**src/rtl/taxi_rgmii_idelay_cal.sv**
```systemverilog
// RGMII RX IDELAYE3 eye-finding sequencer: sweeps a shared VAR_LOAD tap, scores
// each scan point from MAC frame status, then parks the delay at the widest eye centre.
module taxi_rgmii_idelay_cal #(
  parameter int TAP_W         = 9,
  parameter int TAP_MAX       = 511,
  parameter int TAP_STEP      = 8,
  parameter int VTC_WAIT      = 16,
  parameter int SETTLE_CYCLES = 64,
  parameter int DWELL_CYCLES  = 4096,
  parameter int MIN_GOOD      = 4
) (
  input  logic             clk,
  input  logic             rst,
  input  logic             start,
  input  logic             rx_good,
  input  logic             rx_bad,
  output logic             idelay_load,
  output logic [TAP_W-1:0] idelay_cntvalue,
  output logic             idelay_en_vtc,
  output logic             busy,
  output logic             done,
  output logic             fail,
  output logic [TAP_W-1:0] eye_start,
  output logic [TAP_W-1:0] eye_len
);

  localparam int RUN_W = TAP_W + 1;

  localparam logic [31:0]      VTC_LAST    = 32'(VTC_WAIT - 1);
  localparam logic [31:0]      SETTLE_LAST = 32'(SETTLE_CYCLES - 1);
  localparam logic [31:0]      DWELL_LAST  = 32'(DWELL_CYCLES - 1);
  localparam logic [TAP_W:0]   STEP_W      = (TAP_W+1)'(TAP_STEP);
  localparam logic [TAP_W:0]   MAX_W       = (TAP_W+1)'(TAP_MAX);
  localparam logic [15:0]      MIN_GOOD_W  = 16'(MIN_GOOD);
  localparam logic [RUN_W-1:0] RUN_ONE     = RUN_W'(1);

  typedef enum logic [3:0] {
    IDLE,
    VTC_OFF,
    LOAD,
    SETTLE,
    DWELL,
    EVAL,
    FIN_VTC,
    FIN_LOAD,
    FIN_SETTLE,
    DONE
  } state_t;

  state_t           state_q, state_d;
  logic [31:0]      cnt_q, cnt_d;
  logic [TAP_W-1:0] tap_q, tap_d;
  logic [TAP_W-1:0] run_start_q, run_start_d;
  logic [RUN_W-1:0] run_len_q, run_len_d;
  logic [TAP_W-1:0] best_start_q, best_start_d;
  logic [RUN_W-1:0] best_len_q, best_len_d;
  logic [15:0]      good_q, good_d;
  logic [15:0]      bad_q, bad_d;

  logic             load_q, load_d;
  logic [TAP_W-1:0] cntvalue_q, cntvalue_d;
  logic             en_vtc_q, en_vtc_d;
  logic             busy_q, busy_d;
  logic             done_q, done_d;
  logic             fail_q, fail_d;
  logic [TAP_W-1:0] eye_start_q, eye_start_d;
  logic [TAP_W-1:0] eye_len_q, eye_len_d;

  logic [TAP_W:0]   tap_next_wide;
  logic             tap_pass;
  logic [RUN_W-1:0] run_len_upd;
  logic [TAP_W-1:0] run_start_upd;
  logic [31:0]      eye_span;
  logic [TAP_W-1:0] final_tap;

  // One extra bit on the tap increment so the end-of-scan test cannot wrap.
  assign tap_next_wide = {1'b0, tap_q} + STEP_W;
  assign tap_pass      = (bad_q == 16'd0) && (good_q >= MIN_GOOD_W);
  assign run_len_upd   = tap_pass ? (run_len_q + RUN_ONE) : '0;
  assign run_start_upd = (tap_pass && (run_len_q == '0)) ? tap_q : run_start_q;

  // Centre of the best window, computed wide and truncated back to tap width.
  assign eye_span  = (32'(best_len_q) - 32'd1) * 32'(TAP_STEP);
  assign final_tap = (best_len_q == '0) ? '0 : TAP_W'(32'(best_start_q) + (eye_span >> 1));

  always_comb begin
    state_d      = state_q;
    cnt_d        = cnt_q;
    tap_d        = tap_q;
    run_start_d  = run_start_q;
    run_len_d    = run_len_q;
    best_start_d = best_start_q;
    best_len_d   = best_len_q;
    good_d       = good_q;
    bad_d        = bad_q;
    load_d       = 1'b0;
    cntvalue_d   = cntvalue_q;
    en_vtc_d     = en_vtc_q;
    busy_d       = busy_q;
    done_d       = done_q;
    fail_d       = fail_q;
    eye_start_d  = eye_start_q;
    eye_len_d    = eye_len_q;

    unique case (state_q)
      IDLE, DONE: begin
        if (start) begin
          state_d      = VTC_OFF;
          cnt_d        = '0;
          tap_d        = '0;
          run_start_d  = '0;
          run_len_d    = '0;
          best_start_d = '0;
          best_len_d   = '0;
          en_vtc_d     = 1'b0;
          busy_d       = 1'b1;
          done_d       = 1'b0;
          fail_d       = 1'b0;
        end
      end

      VTC_OFF: begin
        if (cnt_q == VTC_LAST) begin
          state_d    = LOAD;
          load_d     = 1'b1;
          cntvalue_d = tap_q;
        end else begin
          cnt_d = cnt_q + 32'd1;
        end
      end

      LOAD: begin
        state_d = SETTLE;
        cnt_d   = '0;
      end

      SETTLE: begin
        if (cnt_q == SETTLE_LAST) begin
          state_d = DWELL;
          cnt_d   = '0;
          good_d  = '0;
          bad_d   = '0;
        end else begin
          cnt_d = cnt_q + 32'd1;
        end
      end

      DWELL: begin
        if (rx_good && (good_q != 16'hFFFF)) good_d = good_q + 16'd1;
        if (rx_bad && (bad_q != 16'hFFFF)) bad_d = bad_q + 16'd1;
        if (cnt_q == DWELL_LAST) begin
          state_d = EVAL;
        end else begin
          cnt_d = cnt_q + 32'd1;
        end
      end

      EVAL: begin
        run_len_d   = run_len_upd;
        run_start_d = run_start_upd;
        // Strictly greater, so an equal-length later window never displaces an earlier one.
        if (run_len_upd > best_len_q) begin
          best_start_d = run_start_upd;
          best_len_d   = run_len_upd;
        end
        if (tap_next_wide <= MAX_W) begin
          tap_d      = tap_next_wide[TAP_W-1:0];
          state_d    = LOAD;
          load_d     = 1'b1;
          cntvalue_d = tap_next_wide[TAP_W-1:0];
        end else begin
          state_d = FIN_VTC;
          cnt_d   = '0;
        end
      end

      FIN_VTC: begin
        if (best_len_q == '0) fail_d = 1'b1;
        if (cnt_q == VTC_LAST) begin
          state_d    = FIN_LOAD;
          load_d     = 1'b1;
          cntvalue_d = final_tap;
        end else begin
          cnt_d = cnt_q + 32'd1;
        end
      end

      FIN_LOAD: begin
        state_d = FIN_SETTLE;
        cnt_d   = '0;
      end

      FIN_SETTLE: begin
        if (cnt_q == SETTLE_LAST) begin
          state_d     = DONE;
          en_vtc_d    = 1'b1;
          busy_d      = 1'b0;
          done_d      = 1'b1;
          eye_start_d = best_start_q;
          eye_len_d   = TAP_W'(best_len_q);
        end else begin
          cnt_d = cnt_q + 32'd1;
        end
      end

      default: state_d = IDLE;
    endcase
  end

  always_ff @(posedge clk or posedge rst) begin
    if (rst) begin
      state_q      <= IDLE;
      cnt_q        <= '0;
      tap_q        <= '0;
      run_start_q  <= '0;
      run_len_q    <= '0;
      best_start_q <= '0;
      best_len_q   <= '0;
      good_q       <= '0;
      bad_q        <= '0;
      load_q       <= 1'b0;
      cntvalue_q   <= '0;
      en_vtc_q     <= 1'b1;
      busy_q       <= 1'b0;
      done_q       <= 1'b0;
      fail_q       <= 1'b0;
      eye_start_q  <= '0;
      eye_len_q    <= '0;
    end else begin
      state_q      <= state_d;
      cnt_q        <= cnt_d;
      tap_q        <= tap_d;
      run_start_q  <= run_start_d;
      run_len_q    <= run_len_d;
      best_start_q <= best_start_d;
      best_len_q   <= best_len_d;
      good_q       <= good_d;
      bad_q        <= bad_d;
      load_q       <= load_d;
      cntvalue_q   <= cntvalue_d;
      en_vtc_q     <= en_vtc_d;
      busy_q       <= busy_d;
      done_q       <= done_d;
      fail_q       <= fail_d;
      eye_start_q  <= eye_start_d;
      eye_len_q    <= eye_len_d;
    end
  end

  assign idelay_load     = load_q;
  assign idelay_cntvalue = cntvalue_q;
  assign idelay_en_vtc   = en_vtc_q;
  assign busy            = busy_q;
  assign done            = done_q;
  assign fail            = fail_q;
  assign eye_start       = eye_start_q;
  assign eye_len         = eye_len_q;

endmodule
```
**config.mk**
```make
export PLATFORM = sky130hd
export DESIGN_NAME = taxi_rgmii_idelay_cal
export DESIGN_NICKNAME = d
export VERILOG_FILES = /design/src/rtl/taxi_rgmii_idelay_cal.sv
export SDC_FILE = /design/constraint.sdc
export NUM_CORES = 1
export LEC_CHECK = 0
export ABC_AREA = 1
export BUFFER_PORTS_ARGS = -buffer_cell sky130_fd_sc_hd__buf_2
export CAP_MARGIN = 25
export CORE_MARGIN = 2
export CORE_UTILIZATION = 51
export CTS_BUF_LIST = sky130_fd_sc_hd__clkbuf_8
export DETAILED_ROUTE_END_ITERATION = 7
export PLACE_DENSITY = 0.74
export SLEW_MARGIN = 30
export SYNTH_ARGS = -nofsm -noshare
export SYNTH_HDL_FRONTEND = slang
export SYNTH_SLANG_ARGS = --single-unit
```
**constraint.sdc**
```tcl
create_clock -name clk -period 4.9 [get_ports clk]
set_input_delay 0.49 -clock clk [delete_from_list [all_inputs] [get_ports clk]]
set_output_delay 0.49 -clock clk [all_outputs]
set_load 0.02 [all_outputs]
```
After elaboration in Yosys (flattened, before gate mapping)
Cells that the tools add are included.

Output and inout port bits: 32. Bits of input ports: 5. Flip-flop bits (word level): 147.

$lt $le $gt $ge: 3. Mux-type cells: 47. Equal/unequal tests: 29. Reductions and logical operators: 28. Add/subtract/negate cells: 7.

Operators by type and width (number): $pmux W32 S7 (1); $mux W32 (6); $pmux W16 S2 (2); $mux W9 (7); $pmux W9 S2 (3); $mux W16 (3); $pmux W10 S2 (2); $pmux W4 S9 (1); $add A16 B1 Y16 const B (2); $add A32 B1 Y32 const B (1); $eq A32 B12 Y1 const B (1); $eq A32 B4 Y1 const B (1); $eq A32 B6 Y1 const B (1); $ne A16 B16 Y1 const B (2); $mux W10 (3); $ne A2 B2 Y1 const B (15); $pmux W9 S3 (1); $mux W4 (6); $logic_not A10 Y1 (2); $reduce_and A3 Y1 (6); $eq A4 B3 Y1 const B (4); $ge A16 B3 Y1 const B (1); $logic_not A16 Y1 (1); $reduce_and A6 Y1 (2); 20 further kinds (40).

Depth between registers and ports, before layout
Depth in word-level cells: 6. Mapped depth: 21. Mapped depth without buffers: 19.

Worst setup path after synthesis
No wires, ideal clock.

Path type: register to register. Start point: reg good_q[4]. End point: reg best_len_q[2]. Path buffers: 2. Arrival: 2545 ps. Data required time: 4770 ps. Setup time: 130 ps. Setup slack: 2225 ps. Stages on the path, launching flop included: 19. Cells stage by stage: dfrtp_1 > or2_2 > nor2_1 > nand3_2 > nand2_1 > inv_1 > and3_1 > ha_1 > nand2_1 > nor2_1 > nand3_1 > nand3_1 > nand2_1 > nand2_1 > nand2_1 > buf_4 > buf_6 > nand2_1 > o21ai_0.

Cells in the longest elaborated chain, start to end: 6. Elaborated cells between the ends (all ways): 8.

Ends and longest elaborated chain: start: declaration (RTL line 57) `logic [15:0] good_q, good_d;`; start signal: assignment (RTL line 237) `good_q <= good_d;`; $ge A16 B3 Y1 * (RTL line 78) `assign tap_pass = (bad_q == 16'd0) && (good_q >= MIN_GOOD_W);`; $logic_and A1 B1 Y1 * (RTL line 78); $mux W10 * (RTL line 79) `assign run_len_upd = tap_pass ? (run_len_q + RUN_ONE) : '0;`; $gt A10 B10 Y1 (RTL line 162) `if (run_len_upd > best_len_q) begin`; $ne A2 B2 Y1 (no line); $reduce_and A3 Y1 (no line); end signal: assignment (RTL line 236) `best_len_q <= best_len_d;`; end: declaration (RTL line 56) `logic [RUN_W-1:0] best_len_q, best_len_d;`.

Mark *: on every way between the ends. The rest lies on a longest branch, timed or not. The select of a mux whose other input is x is not followed. A chain may end at the register's enable or synchronous reset.

Worst setup path after layout
Start point: reg bad_q[0]. End point: reg best_start_q[3].

Cells in the longest elaborated chain, start to end: 6. Elaborated cells between the ends (all ways): 10.

Ends and longest elaborated chain: start: declaration (RTL line 58) `logic [15:0] bad_q, bad_d;`; start signal: assignment (RTL line 220) `bad_q <= '0;`; start signal: assignment (RTL line 238) `bad_q <= bad_d;`; $logic_not A16 Y1 * (RTL line 78); $logic_and A1 B1 Y1 * (RTL line 78); $mux W10 / $logic_and A1 B1 Y1 (equally long branches) (RTL line 79, 80); $gt A10 B10 Y1 / $mux W9 (equally long branches) (RTL line 162, 80); $ne A2 B2 Y1 (no line) / $mux W9 (equally long branches); $reduce_and A3 Y1 (no line) / $pmux W9 S2 (equally long branches); end signal: assignment (RTL line 235) `best_start_q <= best_start_d;`; end: declaration (RTL line 55) `logic [TAP_W-1:0] best_start_q, best_start_d;`.

Marked as above.

==> implementation parameters <==
Parameter                              Value

Die
  Die Y ... 138.3 um
  Standard-cell rows ... 49
  DIE AREA ... 19130 um2
  Starting density of the core ... 0.5157
  Die width ... 138.3 um
  Number of placed I/O pins ... 37
  Floorplan Core Area ... 17840 um2

GRT
  Overflow left after global routing ... 0
  Antenna violations before repair ... 0
  Met1 track demand over resource in global routing ... 0.3444
  Met3 demand-to-capacity share in global routing ... 0.03187
  Wire length of the first global-routing pass ... 36930 um
  GR peak layer ... met2
  Pin count of the biggest net entering global routing ... 107
  Vias in the first global route ... 7624
  Global routing usage summed across all routing layers ... 0.2294
  Met2 capacity usage during global routing ... 0.3478

Placed design
  Placement Cell Area ... 9485 um2
  Half-perimeter wire length after detailed placement ... 15540 um
  Global placer's final weighted congestion ... 0.9480
  Worst setup timing slack at the placement stage ... 1305 ps
  Post-Place Cells ... 1509
  Input/output buffers ... 36

Synthesis
  Number of flops mapped to enable cells by yosys ... 0
  Part of the Yosys area used for sequential elements ... 0.3918
  Flops & latches, synth ... 144
  Fraction of registers with async set or reset after synthesis ... 1.000
  Instance count of the mapped netlist ... 1273
  Post-synth top flop ... dfrtp_1
  Average size of a mapped cell ... 7.228 um2
  Count of warnings emitted by yosys ... 0
  Nets in the synthesized netlist ... 1304
  Total standard cell area after synthesis ... 9201 um2
  Netlist cell types ... 38

Power
  Static Leak ... 4.796 nW
  Proportion of total power due to net switching ... 0.4198
  Internal power ... 1.889 mW
  Worst IR Drop VDD ... 0.0004402 V
  Share of total power in sequential cells ... 0.412
  Gate power share ... 0.312
  Net load switching power ... 1.367 mW
  Cell Pwr Density ... 330.0 nW/um2
  Clock power share ... 0.276
  Total power consumption of the routed design ... 3.256 mW

Critical path
  Worst-path maximum fanout ... 38
  Crit path cell chain ... inv_1, ha_1, nand4_1, nor2_2, nand2_1, inv_1, and3_1, ha_1, nand2_1, inv_1, nand2_1, nand2_1, nand2_1, nand3_1, nand2_1, nand2_1, nand2_2, o21ai_0
  Slack of the worst reg-to-reg path ... 1620 ps
  Arr. time, crit path ... 3590 ps
  Worst EP required ... 5210 ps
  Category of the worst setup path launch point ... register
  CP peak stage delay ... 450 ps
  Cell mode on critical path ... nand2_1
  Type of element capturing the critical path ... register
  Critical path type ... reg -> reg
  Worst path slowest cell ... dfrtp_1

Worst hold path
  Worst min-delay path category ... in -> async

Final layout
  Antenna Cells ... 0
  Number of standard cells in the layout, taps in and fillers out ... 1540
  Layout Nets ... 1330
  Filler cell count in the final layout ... 1698
  Area delta synth->final ... 7.221%
  Fraction of final layout cells sized beyond drive strength 1 ... 0.1243
  Finished layout cell area ... 9866 um2
  Final cell utilization of the core ... 0.5530

STA
  Setup repair after global routing missed its margin ... no
  Worst setup skew after layout ... 13.85 ps
  Achievable frequency ... 305.2 MHz
  Final setup violation count ... 0
  Fin worst setup slack ... 1623 ps
  Final worst path period share ... 0.6688
  Worst slew margin relative to its limit ... 0.4782
  Aggregate negative setup slack ... 0 ps
  Max-slew violation total from the final report ... 0
  Count of endpoints failing hold in the final timing report ... 0
  Final Critical Period ... 3277 ps
  Final Hold Slack ... 128.5 ps
  Least-Margin Pin Slew ... 779.8 ps

Routing
  Number of DRC markers after the initial detailed-route iteration ... 595
  Post-detailed-route DRC marker count ... 0
  Total Routed Length ... 20960 um
  Number of vias in the routed layout ... 8280
  Wirelength per Cell ... 13.61 um
  Number of routed nets with antenna violations ... 0
  Pre-Repair DR Iteration Count ... 5
  Routed via count divided by cell count ... 5.377

Clock tree
  Clock Sinks ... 144
  Total clock buffers created by CTS ... 17
  TritonCTS clock tree ... built
  Clk pin slew, worst setup/hold paths ... 80 ps
  H-tree depth reported by CTS ... 4
  Clock latency at the later pin of the worst-skew pair ... 470 ps
  Worst-case clock buffer depth ... 2
  Post-CTS repair timing setup buffer count ... 0
  Clock root cell ... clkbuf_8
  Post-CTS resize count ... 0
  Number of buffers added to fix hold violations after cts ... 0

Run
  Max-cap violations ... 0

Outcome
  Result of the run ... completed
critical path, delay by kind of cell, from the launching register on:
kind                       cells  cell delay (ps)
and+or+nand+nor               12             1740
AOI/OAI and AO/OA              1              210
DFF                            1              450
adders and majority gates      2              410
buffers and inverters          3              320
power groups by stage:
| stage | clock (mW) | combinational (mW) | sequential [mW] |
|---|---|---|---|
| after floorplan | 0 | 0.868 | 1.38 |
| after global placement | 0 | 0.994 | 1.36 |
| after detailed placement | 0 | 1.01 | 1.36 |
| after CTS | 0.921 | 1.01 | 1.34 |
| after global routing | 0.971 | 1.15 | 1.35 |
| final | 0.900 | 1.01 | 1.34 |
area by class of cell:
| class | count | area [um2] | share of cell area |
|---|---|---|---|
| multi-input cells | 972 | 4926 | 0.4993 |
| flip-flops and latches | 144 | 3605 | 0.3654 |
| inverters | 125 | 476.7 | 0.04832 |
| well taps | 229 | 286.5 | 0.02904 |
| clock buffers | 17 | 234.0 | 0.02372 |
| repair buffers | 39 | 202.7 | 0.02055 |
| clock inverters | 14 | 135.1 | 0.01370 |
metal layers:
layer	wire [um]	vias to the layer above
li1	-	4217
met1	10390	3815
met2	9221	222
met3	1044	26
met4	306	0
met5	0	-
kinds of logic (layout without fill, tap and decap cells):
kind of cell | Yosys count | in the layout | share of synthesized area
flip-flops | 144 | 144 | 0.3918
buffers and inverters | 157 | 195 | 0.07438
AND/OR/NAND/NOR | 756 | 756 | 0.3639
AO/OA/AOI/OAI | 165 | 165 | 0.1100
adder cells (fa/ha/maj) | 26 | 26 | 0.03617
XOR/XNOR | 25 | 25 | 0.02380
synth_stat cells (9+ instances only):
library cell,number,area share
o211ai_1,14,0.011
buf_6,11,0.013
inv_1,120,0.049
clkbuf_1,13,0.0053
nor3_1,29,0.016
o21ai_0,74,0.040
nand3_1,117,0.064
o21ai_1,14,0.0076
nand2_1,370,0.15
a21o_1,9,0.0073
dfrtp_1,143,0.39
ha_1,25,0.034
nand4_1,38,0.026
or2_2,12,0.0082
a21oi_1,16,0.0087
xor2_1,19,0.018
nand2_2,23,0.016
nor2_1,137,0.056
o21ai_2,28,0.027
state kept, by name (all words and copies together) (netlist names), 4 cells and up:
name             flops
bad_q               16
best_len_q          10
best_start_q         9
cnt_q               32
eye_len              9
eye_start            9
good_q              16
idelay_cntvalue      9
run_len_q           10
run_start_q          9
state_q              4
tap_q                6
placed cells by master (no fill, tap or decap), drive strengths merged, types with 2 or more instances in the layout:
| cell type | count |
|---|---|
| o21bai | 6 |
| nor2 | 148 |
| a21o | 9 |
| o31ai | 2 |
| xor2 | 19 |
| xnor2 | 6 |
| nand3b | 4 |
| ha | 25 |
| buf | 39 |
| clkinvlp | 4 |
| o21ai | 116 |
| dfrtp | 143 |
| o211ai | 14 |
| clkinv | 6 |
| nor3 | 31 |
| a21oi | 16 |
| and3 | 3 |
| inv | 128 |
| nand4 | 38 |
| or2 | 12 |
| nand2 | 398 |
| nand3 | 120 |
| clkbuf | 17 |
worst paths after layout:
kind	start	end	cells past startpoint
worst max-delay path	bad_q[0]	best_start_q[3]	18
worst min-delay path	rst	good_q[12]	2
worst max register to register	bad_q[0]	best_start_q[3]	18
worst min register to register	busy	busy	2
max in group asynchronous	rst	eye_len[8]	3
min in group clk	start	busy	3
(Power assumes the default switching activity.)
